===== src/rtl/uart_pkg.sv =====
// Shared types and constants for the UART transmit-side blocks.
package uart_pkg;

    localparam int UART_BYTE_W      = 8;
    localparam int UART_ARB_MAX_REQ = 8;

    typedef enum logic [1:0] {
        ARB  = 2'd0,
        SEND = 2'd1,
        WAIT = 2'd2
    } uart_arb_state_t;

endpackage


===== src/rtl/uart_rr_picker.sv =====
// Combinational rotate-priority picker: first eligible index strictly after ptr_i,
// wrapping modulo N_REQ, so the previous winner has the lowest priority.
module uart_rr_picker #(
    parameter int N_REQ = 4,
    parameter int IDX_W = $clog2(N_REQ)
) (
    input  logic [N_REQ-1:0] eligible_i,
    input  logic [IDX_W-1:0] ptr_i,
    output logic [N_REQ-1:0] win_onehot_o,
    output logic [IDX_W-1:0] win_idx_o,
    output logic             any_o
);

    logic [IDX_W-1:0] idx;

    always_comb begin
        win_onehot_o = '0;
        win_idx_o    = '0;
        any_o        = 1'b0;
        idx          = '0;
        for (int k = 1; k <= N_REQ; k++) begin
            idx = IDX_W'((int'(ptr_i) + k) % N_REQ);
            if (!any_o && eligible_i[idx]) begin
                any_o             = 1'b1;
                win_idx_o         = idx;
                win_onehot_o[idx] = 1'b1;
            end
        end
    end

endmodule


===== src/rtl/uart_tx_arbiter.sv =====
// Round-robin arbiter sharing one UART transmitter byte channel among N_REQ requesters.
// Define UART_ARB_LOCK_EN to keep multi-byte messages (req_last framing) contiguous.
module uart_tx_arbiter
    import uart_pkg::*;
#(
    parameter int N_REQ = 4,
    parameter int IDX_W = $clog2(N_REQ)
) (
    input  logic                         clk,
    input  logic                         rst,
    input  logic [N_REQ-1:0]             req_valid,
    input  logic [UART_BYTE_W*N_REQ-1:0] req_data,
    input  logic [N_REQ-1:0]             req_last,
    output logic [N_REQ-1:0]             req_ready,
    output logic [N_REQ-1:0]             grant,
    output logic [UART_BYTE_W-1:0]       tx_data,
    output logic                         tx_valid,
    input  logic                         tx_ready,
    output logic                         busy,
    output logic [1:0]                   dbg_state_o
);

    // Handshakes: a requester's byte is taken in the cycle req_ready[i] is high
    // (one-cycle pulse); the transmitter owns the byte once it drops tx_ready
    // while tx_valid is high, and tx_ready rising again means it can take another.

    uart_arb_state_t        state_q;
    logic [IDX_W-1:0]       ptr_q;
    logic                   lock_q;
    logic                   lock_d;
    logic [N_REQ-1:0]       req_ready_q;
    logic [N_REQ-1:0]       grant_q;
    logic [UART_BYTE_W-1:0] tx_data_q;
    logic                   tx_valid_q;

    logic [N_REQ-1:0]       eligible;
    logic [N_REQ-1:0]       win_onehot;
    logic [IDX_W-1:0]       win_idx;
    logic                   win_any;
    logic [UART_BYTE_W-1:0] req_bytes [N_REQ];

    always_comb begin
        for (int i = 0; i < N_REQ; i++) begin
            req_bytes[i] = req_data[UART_BYTE_W*i +: UART_BYTE_W];
        end
    end

`ifdef UART_ARB_LOCK_EN
    // While locked, grant_q still holds the message owner, so only it may win.
    assign eligible = lock_q ? (req_valid & grant_q) : req_valid;
    assign lock_d   = ~req_last[win_idx];
`else
    logic unused_req_last;
    assign unused_req_last = ^req_last;
    assign eligible        = req_valid;
    assign lock_d          = 1'b0;
`endif

    uart_rr_picker #(
        .N_REQ (N_REQ),
        .IDX_W (IDX_W)
    ) u_picker (
        .eligible_i   (eligible),
        .ptr_i        (ptr_q),
        .win_onehot_o (win_onehot),
        .win_idx_o    (win_idx),
        .any_o        (win_any)
    );

    always_ff @(posedge clk) begin
        if (rst) begin
            state_q     <= ARB;
            ptr_q       <= IDX_W'(N_REQ - 1);
            lock_q      <= 1'b0;
            req_ready_q <= '0;
            grant_q     <= '0;
            tx_data_q   <= '0;
            tx_valid_q  <= 1'b0;
        end else begin
            req_ready_q <= '0;
            unique case (state_q)
                ARB: begin
                    if (win_any && tx_ready) begin
                        tx_data_q   <= req_bytes[win_idx];
                        grant_q     <= win_onehot;
                        req_ready_q <= win_onehot;
                        tx_valid_q  <= 1'b1;
                        ptr_q       <= win_idx;
                        lock_q      <= lock_d;
                        state_q     <= SEND;
                    end
                end
                SEND: begin
                    if (!tx_ready) begin
                        tx_valid_q <= 1'b0;
                        state_q    <= WAIT;
                    end
                end
                WAIT: begin
                    if (tx_ready) begin
                        state_q <= ARB;
                        if (!lock_q) begin
                            grant_q <= '0;
                        end
                    end
                end
                default: state_q <= ARB;
            endcase
        end
    end

    assign req_ready   = req_ready_q;
    assign grant       = grant_q;
    assign tx_data     = tx_data_q;
    assign tx_valid    = tx_valid_q;
    assign busy        = (state_q != ARB);
    assign dbg_state_o = state_q;

endmodule

===== config.mk =====
export PLATFORM = sky130hd
export DESIGN_NAME = uart_tx_arbiter
export DESIGN_NICKNAME = d
export VERILOG_FILES = /design/src/rtl/uart_pkg.sv /design/src/rtl/uart_rr_picker.sv /design/src/rtl/uart_tx_arbiter.sv
export SDC_FILE = /design/constraint.sdc
export NUM_CORES = 1
export LEC_CHECK = 0
export ABC_CLOCK_PERIOD_IN_PS = 3100
export BUFFER_PORTS_ARGS = -buffer_cell sky130_fd_sc_hd__buf_2
export CAP_MARGIN = 20
export CELL_PAD_IN_SITES_DETAIL_PLACEMENT = 2
export CELL_PAD_IN_SITES_GLOBAL_PLACEMENT = 2
export CORE_ASPECT_RATIO = 2
export CORE_UTILIZATION = 28
export DETAILED_ROUTE_END_ITERATION = 7
export GPL_TIMING_DRIVEN = 0
export HOLD_SLACK_MARGIN = 0.1
export PLACE_DENSITY_LB_ADDON = 0.1
export SETUP_SLACK_MARGIN = 0.02
export SYNTH_ARGS = -nofsm -noshare
export SYNTH_HDL_FRONTEND = slang
export SYNTH_HIERARCHICAL = 1
export SYNTH_SLANG_ARGS = --single-unit

===== constraint.sdc =====
create_clock -name clk -period 3.1 [get_ports clk]
set_clock_uncertainty 0.15 [all_clocks]
set_input_delay 0.155 -clock clk [delete_from_list [all_inputs] [get_ports clk]]
set_output_delay 0.155 -clock clk [all_outputs]
set_load 0.02 [all_outputs]

# Word level (Yosys, flattened, before mapping)
# Index checks and enable logic that the tools add are counted.
[totals] ff_bits=21 word_cells=91
[op_classes] add_sub_neg=4 magnitude_cmp=9 n_eq_ne=5 mux=41 bitwise=6 n_reduce_logical=20
[ops] operator="2-to-1 mux 4 bit" count=6
[ops] operator="binary-select mux 8 bit (select 2 bit)" count=1
[ops] operator="2-to-1 mux 8 bit" count=2
[ops] operator="2-to-1 mux 1 bit" count=14
[ops] operator="2-to-1 mux 2 bit" count=7
[ops] operator="less-than comparator 2 x 3 -> 1 bit, second input constant" count=4
[ops] operator="bitwise OR 4 bit" count=3
[ops] operator="AND reduction 3 bit" count=3
[ops] operator="binary-select mux 1 bit (select 2 bit)" count=4
[ops] operator="demux 1 bit (select 2 bit)" count=4
[ops] operator="greater-or-equal comparator 2 x 1 -> 1 bit, second input constant" count=4
[ops] operator="logical AND 1 bit" count=8
[ops] operator="one-hot mux 4 bit (2 select lines)" count=1
[ops] operator="!= test 2 bit, second input constant" count=3
[ops] operator="one-hot mux 2 bit (3 select lines)" count=1
[ops] operator="nonzero test 2 bit" count=3
[ops] operator="adder 2 x 1 -> 2 bit, second input constant" count=2
[ops] operator="adder 2 bit, second input constant" count=2
[ops] operator="greater-or-equal comparator 3 bit, second input constant" count=1
[ops] operator="logical NOT 1 bit" count=3
[ops] operator="NOT 2 -> 3 bit" count=1
[ops] operator="OR reduction 3 bit" count=1
[ops] operator="equality test 2 x 1 -> 1 bit, second input constant" count=1
[ops] operator="equality test 2 bit, second input constant" count=1
[ops] operator="4 further kinds" count=5

# Longest topological paths before layout
# Gate-level depths: netlist (run 1).
[logic_depth] word_depth=17 ltp_mapped=11 depth_no_buf=8

# By module
# Netlist (run 1), hierarchy kept.
[modules_own_cells] mod="uart_tx_arbiter" n_inst=1 cells_per_inst=69 area_per_inst_um2=929.6
[modules_own_cells] mod="uart_rr_picker" n_inst=1 cells_per_inst=68 area_per_inst_um2=525.5

# Worst setup path before layout (run 1)
# OpenSTA, ideal clock, no wires.
[synth_path] kind="flip-flop to flip-flop" start="register ptr_q[0]" end="register tx_data_q[6], in the netlist tx_data[6]" setup_ns=0.117 t_arrival_ns=2.415 required_ns=2.833 slack_ns=0.418 stages_incl_launch_ff=11 period_less_slack_ns=2.682 cell_sequence="dfxtp_1 -> buf_4 -> inv_2 -> ha_1 -> buf_6 -> a221oi_1 -> a211oi_1 -> o22a_1 -> buf_1 -> mux4_2 -> a22o_2"
[synth_between] elab_chain_len=17 word_cells_on_any_way=32 cone_classes="add/sub (4); mux (19); bitwise (1); reduce/logical (8)"
[synth_rtl] item="start, declared" line="uart_tx_arbiter.sv:28" text="logic [IDX_W-1:0] ptr_q;"
[synth_rtl] item="start signal, assigned" line="uart_tx_arbiter.sv:73" text="ptr_q <= IDX_W'(N_REQ - 1);"
[synth_rtl] item="start signal, assigned" line="uart_tx_arbiter.sv:88" text="ptr_q <= win_idx;"
[synth_rtl] item="adder 2 x 1 -> 2 bit" line="uart_rr_picker.sv:22" text="idx = IDX_W'((int'(ptr_i) + k) % N_REQ);"
[synth_rtl] item="binary-select mux 1 bit (select 2 bit)" line="uart_rr_picker.sv:23" text="if (!any_o && eligible_i[idx]) begin"
[synth_rtl] item="2-to-1 mux 1 bit (not written as such)" line="uart_rr_picker.sv:23"
[synth_rtl] item="2-to-1 mux 1 bit" line="uart_rr_picker.sv:23"
[synth_rtl] item="logical NOT 1 bit" line="uart_rr_picker.sv:23"
[synth_rtl] item="logical AND 1 bit" line="uart_rr_picker.sv:23"
[synth_rtl] item="2-to-1 mux 1 bit" line="uart_rr_picker.sv:23"
[synth_rtl] item="logical NOT 1 bit" line="uart_rr_picker.sv:23"
[synth_rtl] item="logical AND 1 bit" line="uart_rr_picker.sv:23"
[synth_rtl] item="2-to-1 mux 1 bit" line="uart_rr_picker.sv:23"
[synth_rtl] item="logical NOT 1 bit" line="uart_rr_picker.sv:23"
[synth_rtl] item="logical AND 1 bit" line="uart_rr_picker.sv:23"
[synth_rtl] item="2-to-1 mux 2 bit *" line="uart_rr_picker.sv:23"
[synth_rtl] item="named net win_idx[1]" line="uart_tx_arbiter.sv:38" text="logic [IDX_W-1:0] win_idx;"
[synth_rtl] item="NOT 2 -> 3 bit (not written as such) *" line="uart_tx_arbiter.sv:84" text="tx_data_q <= req_bytes[win_idx];"
[synth_rtl] item="binary-select mux 8 bit (select 2 bit) *" line="uart_tx_arbiter.sv:84"
[synth_rtl] item="2-to-1 mux 8 bit (not written as such) * (2 in a row)" line="uart_tx_arbiter.sv:84"
[synth_rtl] item="end signal, assigned" line="uart_tx_arbiter.sv:84"
[synth_rtl] item="end, declared" line="uart_tx_arbiter.sv:33" text="logic [UART_BYTE_W-1:0] tx_data_q;"
# Mark *: on every way through the listed nets, which the timed path passes. The rest lies on a longest branch. The select of a mux whose other input is x is not followed.
# A chain may end at the register's enable or synchronous reset.

# Final worst setup path (run 1)
# Ends and elaborated chain as after synthesis.

==> impl_metrics.csv, run 1 <==
group,metric,value,unit
outcome,status,"completed",
die,start_util,29.6,%
final_layout,nets,251,
placement,detailed_place_hpwl,3900,um
hold_path,whs_path_depth,3,
die,core_area,0.00491,mm^2
placement,routabilityCongestion,0.741,
setup_path,worst-path-max-fanout,10,
synth,synth_adder_area_share,6.88,%
final_layout,final_area,0.00189,mm^2
pwr,vdd_ir_drop_max,0.183,mV
detailed_routing,drt_iter0_drc,7,
sta,fmax,350,MHz
placement,dpl_cell_area,0.00180,mm^2
setup_path,start_kind,"flop",
pwr,p_leak,0.000865,uW
synth,syn_avg_cell_area,10.6,um^2
clocking,cts-buffers-inserted,3,
synth,synth_compound_area_share,24.1,%
synth,synth.area.mux_share,16.9,%
sta,hold_viol,0,
run,cap_violations,0,
sta,worstMarginPinSlew,0.558,ns
die,fp-row-count,36,
synth,synthXorXnorAreaFrac,0.602,%
setup_path,cp.depth,11,
detailed_routing,ant_nets,0,
sta,rsz0062_at_grt,"no",
setup_path,crit_family,"buffers and inverters",
die,die_x,53.0,um
setup_path,criticalPathCategory,"reg2reg",
sta,finalSetupViolCount,0,
hold_path,hold_path_class,"in2reg",
die,fp.dieH,104,um
sta,fin_setup_tns,0,ns
synth,yosysWarnings,6,
clocking,clock_latency,0.26,ns
clocking,cts_tree,"done",
synth,synthDistinctLibCells,45,
final_layout,n_antenna_cell,0,
synth,synth_top_family_by_area,"compound AO/OA/AOI/OAI gates",
synth,synth-simple-area-share,15.6,%
setup_path,crit_slowest_cell,"mux4_2",
synth,synthCells,137,
sta,maxSlewHeadroom,62.7,%
sta,slew_violations,0,
placement,placed_cells,249,
synth,syn_nets,188,
synth,netlist_area,0.00146,mm^2
setup_path,arrival,2.87,ns
detailed_routing,drc,0,
setup_path,cpPeakStageDelay,0.51,ns
setup_path,crit_buf_inv,4,
global_route,grt_max_degree,13,
setup_path,r2r_cells,11,
die,dieArea,0.00551,mm^2
die,io_pins,63,
sta,period_minus_slack,2.85,ns
final_layout,area_growth,29.6,%
global_route,grt_pass1_wl,7130,um
clocking,cts.path.max_buffers,2,
setup_path,crit_path_end_kind,"flop",
clocking,clock-root-buffer,"clkbuf_8",
sta,finalCritPeriodShare,92.1,%
detailed_routing,routed_wl,4690,um
pwr,totalPowerFinal,875,uW
global_route,grt_antenna_before_repair,0,
placement,io_buffer_count,55,
global_route,gr-total-overflow,0,
setup_path,required,3.11,ns
pwr,power_density,464,mW/mm^2
final_layout,fin_cells,256,
detailed_routing,post_drt_wl_per_cell,18.3,um
global_route,grt_pass1_vias,1538,
clocking,cts_htree_levels,1,
synth,ys_ff_latch,21,
detailed_routing,vias,1360,
setup_path,critPathMostFrequentCell,"buf_6",
detailed_routing,via_per_inst,5.31,
final_layout,drive_above_1_share,52.8,%
detailed_routing,drtPass1Iterations,3,
final_layout,fill_cells,552,
sta,hold_ws,0.177,ns
synth,seq_area_frac_synth,28.9,%
setup_path,cp_cell_sequence,"buf_4 -> inv_2 -> ha_1 -> buf_6 -> a21oi_2 -> nor3_1 -> nor2_2 -> o31a_1 -> buf_6 -> mux4_2 -> a22o_2",
clocking,cts.clk_slew.worst_paths,0.08,ns
global_route,gr-usage-all-layers,17.4,%
clocking,cts_sinks,21,
-- Yosys cell counts, drive strengths merged --
master  number  area [um^2]
nor4b        1         8.76
a211o        2         20.0
buf          8         78.8
xnor2        1         8.76
and2         4         30.0
a221o        4         40.0
nand2       12         45.0
inv          5         18.8
nor2         8         32.5
a221oi       2         23.8
o31a         1         8.76
mux2i        3         42.5
a22o        12          113
a21boi       2         15.0
and4bb       1         16.3
clkbuf       1         5.00
or2          2         12.5
o22a         1         8.76
nor2b        2         20.0
a21oi        4         23.8
dfxtp       21          420
nor3         2         10.0
o21ai        9         45.0
a31oi        2         12.5
o22ai        1         12.5
ha           8          100
and3b        1         8.76
nand3        1         5.00
nor4         1         6.26
and2b        2         17.5
nand2b       1         6.26
a211oi       2         27.5
mux4         9          203
or3b         1         8.76
-- where the power goes --
group          internal (uW)  switching [uW]  total (uW)  leakage, uW
combinational            182             192         375     0.000668
clock                   89.7            93.4         183    0.0000255
sequential               296            21.5         317     0.000172
-- tightest hold or removal path, delay by kind of cell --
kind / cells / cell delay, ns
AOI/OAI and AO/OA: 1 / 0.12
buffers and inverters: 1 / 0.08
muxes: 1 / 0.21
-- through the flow --
step / util (%) / setup slack, ns
final: 38.4 / 0.245
after global routing: 38.4 / 0.106
after CTS: 38.2 / 0.0214
after detailed placement: 36.7 / -0.150
after global placement: 36.7 / -0.127
after floorplan: - / 0.418
-- sequential cells by signal (all words and copies together), names as in the netlist --
| signal | count |
|---|---|
| req_ready | 4 |
| tx_data | 8 |
| dbg_state_o | 2 |
| grant | 4 |
| tx_valid | 1 |
| ptr_q | 2 |
-- layout by cell type (no fill, tap or decap), types with 4 or more instances in the layout --
cell,count
nand2_1,12
o21ai_0,4
a221o_1,4
o21ai_1,5
mux4_2,9
buf_6,6
ha_1,8
inv_1,4
a22o_1,6
nor2_1,7
and2_2,4
a22o_2,6
dfxtp_1,19
buf_2,55
-- kinds of logic after synthesis --
logic type / count (synthesis)
buffers and inverters: 14
and+or+nand+nor: 39
muxes: 12
adders and majority gates: 8
xor gates and xnor gates: 1
AOI/OAI and AO/OA: 42
DFF: 21
-- cell type report --
type | count | area [um^2] | share of cell area [%]
sequential | 21 | 423 | 22.4
clock buffer | 3 | 41.3 | 2.19
inverter | 5 | 18.8 | 0.995
buffer | 8 | 80.1 | 4.25
timing repair buffer | 59 | 313 | 16.6
multi-input combinational | 102 | 933 | 49.5
tap | 57 | 71.3 | 3.78
clock inverter | 1 | 5.00 | 0.265
-- final timing paths --
kind	start	end	slack, ns
setup / recovery	ptr_q[0]	tx_data[6]	0.25
hold / removal	req_data[24]	tx_data[0]	0.18
setup reg to reg	ptr_q[0]	tx_data[6]	0.25
hold reg to reg	tx_data[5]	tx_data[5]	0.33
-- routing by layer --
metal | part of all wire, % | global-route usage [%]
met3 | 4.4 | 1.90
met4 | 1.1 | 5.64
met2 | 61 | 36.8
met1 | 33 | 14.7
met5 | 0 | 0
-- what timing repair did --
| item | CTS | global route |
|---|---|---|
| pin swaps | 0 | 1 |
| setup endpoints to repair | 8 | 8 |
| hold endpoints to repair | 4 | 0 |
| hold buffers | 3 | 0 |
| setup buffers | 0 | 1 |
| resized for setup | 1 | 2 |
No activity file was read; power rests on OpenSTA's default activity.
==> run 2, diff against run 1 <==
Settings changed: MAX_ROUTING_LAYER set to met4.
==> run 2 against run 1 <==
Final area unchanged. Via count down 0.15%. Clock power about the same. Global-route usage up 0.40 points. Worst hold slack about the same. Routed wire length about the same. Register-to-register slack about the same. Critical path type unchanged. Largest cell class unchanged. Highest routed layer unchanged.
==> impl_metrics.csv, run 2 (synthesis gave the netlist of run 1 again) <==
group,metric,value,unit
global_route,grt_pass1_vias,1541,
die,dieArea,0.00551,mm^2
run,cap_violations,0,
clocking,cts_sinks,21,
setup_path,worst-path-max-fanout,10,
pwr,vdd_ir_drop_max,0.183,mV
sta,worstMarginPinSlew,0.565,ns
clocking,cts-buffers-inserted,3,
setup_path,criticalPathCategory,"reg2reg",
sta,finalCritPeriodShare,91.9,%
pwr,power_density,464,mW/mm^2
clocking,cts_htree_levels,1,
global_route,gr-total-overflow,0,
clocking,clock-root-buffer,"clkbuf_8",
sta,finalSetupViolCount,0,
placement,dpl_cell_area,0.00180,mm^2
sta,rsz0062_at_grt,"no",
sta,maxSlewHeadroom,62.2,%
clocking,cts.clk_slew.worst_paths,0.08,ns
detailed_routing,vias,1358,
setup_path,arrival,2.86,ns
die,io_pins,63,
sta,fmax,351,MHz
setup_path,start_kind,"flop",
die,fp-row-count,36,
setup_path,crit_path_end_kind,"flop",
final_layout,largest_reg_flops,8,
final_layout,final_cell_mix,"55 x buf_2, 19 x dfxtp_1, 12 x nand2_1",
global_route,gr-usage-all-layers,17.8,%
final_layout,fill_cells,552,
die,fp.dieH,104,um
die,start_util,29.6,%
placement,detailed_place_hpwl,3900,um
detailed_routing,ant_nets,0,
final_layout,n_antenna_cell,0,
sta,slew_violations,0,
hold_path,hold_path_class,"in2reg",
die,die_x,53.0,um
outcome,status,"completed",
final_layout,final_common_cell,"buf_2",
detailed_routing,drt_iter0_drc,5,
die,core_area,0.00491,mm^2
placement,routabilityCongestion,0.750,
sta,period_minus_slack,2.85,ns
pwr,p_leak,0.000865,uW
sta,hold_viol,0,
global_route,grt_antenna_before_repair,0,
pwr,totalPowerFinal,875,uW
detailed_routing,routed_wl,4680,um
detailed_routing,drc,0,
placement,io_buffer_count,55,
detailed_routing,post_drt_wl_per_cell,18.3,um
final_layout,final_area,0.00189,mm^2
global_route,grt_pass1_wl,7130,um
clocking,cts.path.max_buffers,2,
global_route,grt_max_degree,13,
final_layout,nets,251,
setup_path,required,3.11,ns
clocking,clock_latency,0.26,ns
final_layout,drive_above_1_share,52.8,%
clocking,cts_tree,"done",
detailed_routing,via_per_inst,5.30,
detailed_routing,drtPass1Iterations,2,
final_layout,area_growth,29.6,%
==> run 2: cell counts in the layout (fill, tap and decap cells not counted) <==
Identical to the previous run, type by type.
==> run 2: what timing repair did <==
item | in CTS | in global routing
resized for setup | 1 | 2
setup buffers | 0 | 1
hold buffers | 3 | 0
endpoints found under the hold margin | 4 | 0
pin swaps | 0 | 1
cloned | 0 | 0
setup endpoints to repair | 8 | 8
==> run 2: final cells by class <==
type / instances / area, um^2 / share of cell area, %
multi-input combinational: 102 / 933 / 49.5
sequential: 21 / 423 / 22.4
timing repair buffer: 59 / 313 / 16.6
buffer: 8 / 80.1 / 4.25
tap: 57 / 71.3 / 3.78
clock buffer: 3 / 41.3 / 2.19
inverter: 5 / 18.8 / 0.995
clock inverter: 1 / 5.00 / 0.265
==> run 2: final timing paths <==
kind,start,end,slack (ns),cells after the start
hold reg to reg,tx_data[4],tx_data[4],0.33,1
setup reg to reg,ptr_q[0],tx_data[6],0.25,11
hold / removal,req_data[24],tx_data[0],0.18,3
setup / recovery,ptr_q[0],tx_data[6],0.25,11
==> run 2: critical path, stage by stage, from the launching register on <==
cell and delay (ns):
dfxtp_2 0.44, buf_4 0.22, inv_2 0.11, ha_1 0.31
buf_6 0.15, a21oi_2 0.11, nor3_1 0.07, nor2_2 0.08
o31a_1 0.15, buf_6 0.17, mux4_2 0.51, a22o_2 0.27
==> run 2: metal layers <==
layer	up-vias	global-route usage, %	part of all wire (%)
met2	45	36.9	61
met4	0	5.64	1.1
met1	668	14.4	33
met3	4	1.90	4.5
li1	641	-	-
met5	-	-	0
==> run 2: metrics by stage <==
step / cells / TNS (ns) / setup WS [ns] / util, % / hold slack (ns)
6_report: 256 / 0 / 0.252 / 38.4 / 0.177
5_1_grt: 256 / 0 / 0.106 / 38.4 / 0.174
4_1_cts: 255 / 0 / 0.0214 / 38.2 / 0.174
3_5_place_dp: 249 / -0.630 / -0.150 / 36.7 / 0.251
3_3_place_gp: 249 / -0.447 / -0.127 / 36.7 / 0.238
2_1_floorplan: 137 / 0 / 0.418 / - / 0.0826
==> run 2: report_power, final <==
| part | leakage, uW | switching [uW] | internal, uW |
|---|---|---|---|
| Clock | 0.0000255 | 93.6 | 89.7 |
| Sequential | 0.000172 | 21.2 | 296 |
| Combinational | 0.000668 | 193 | 182 |
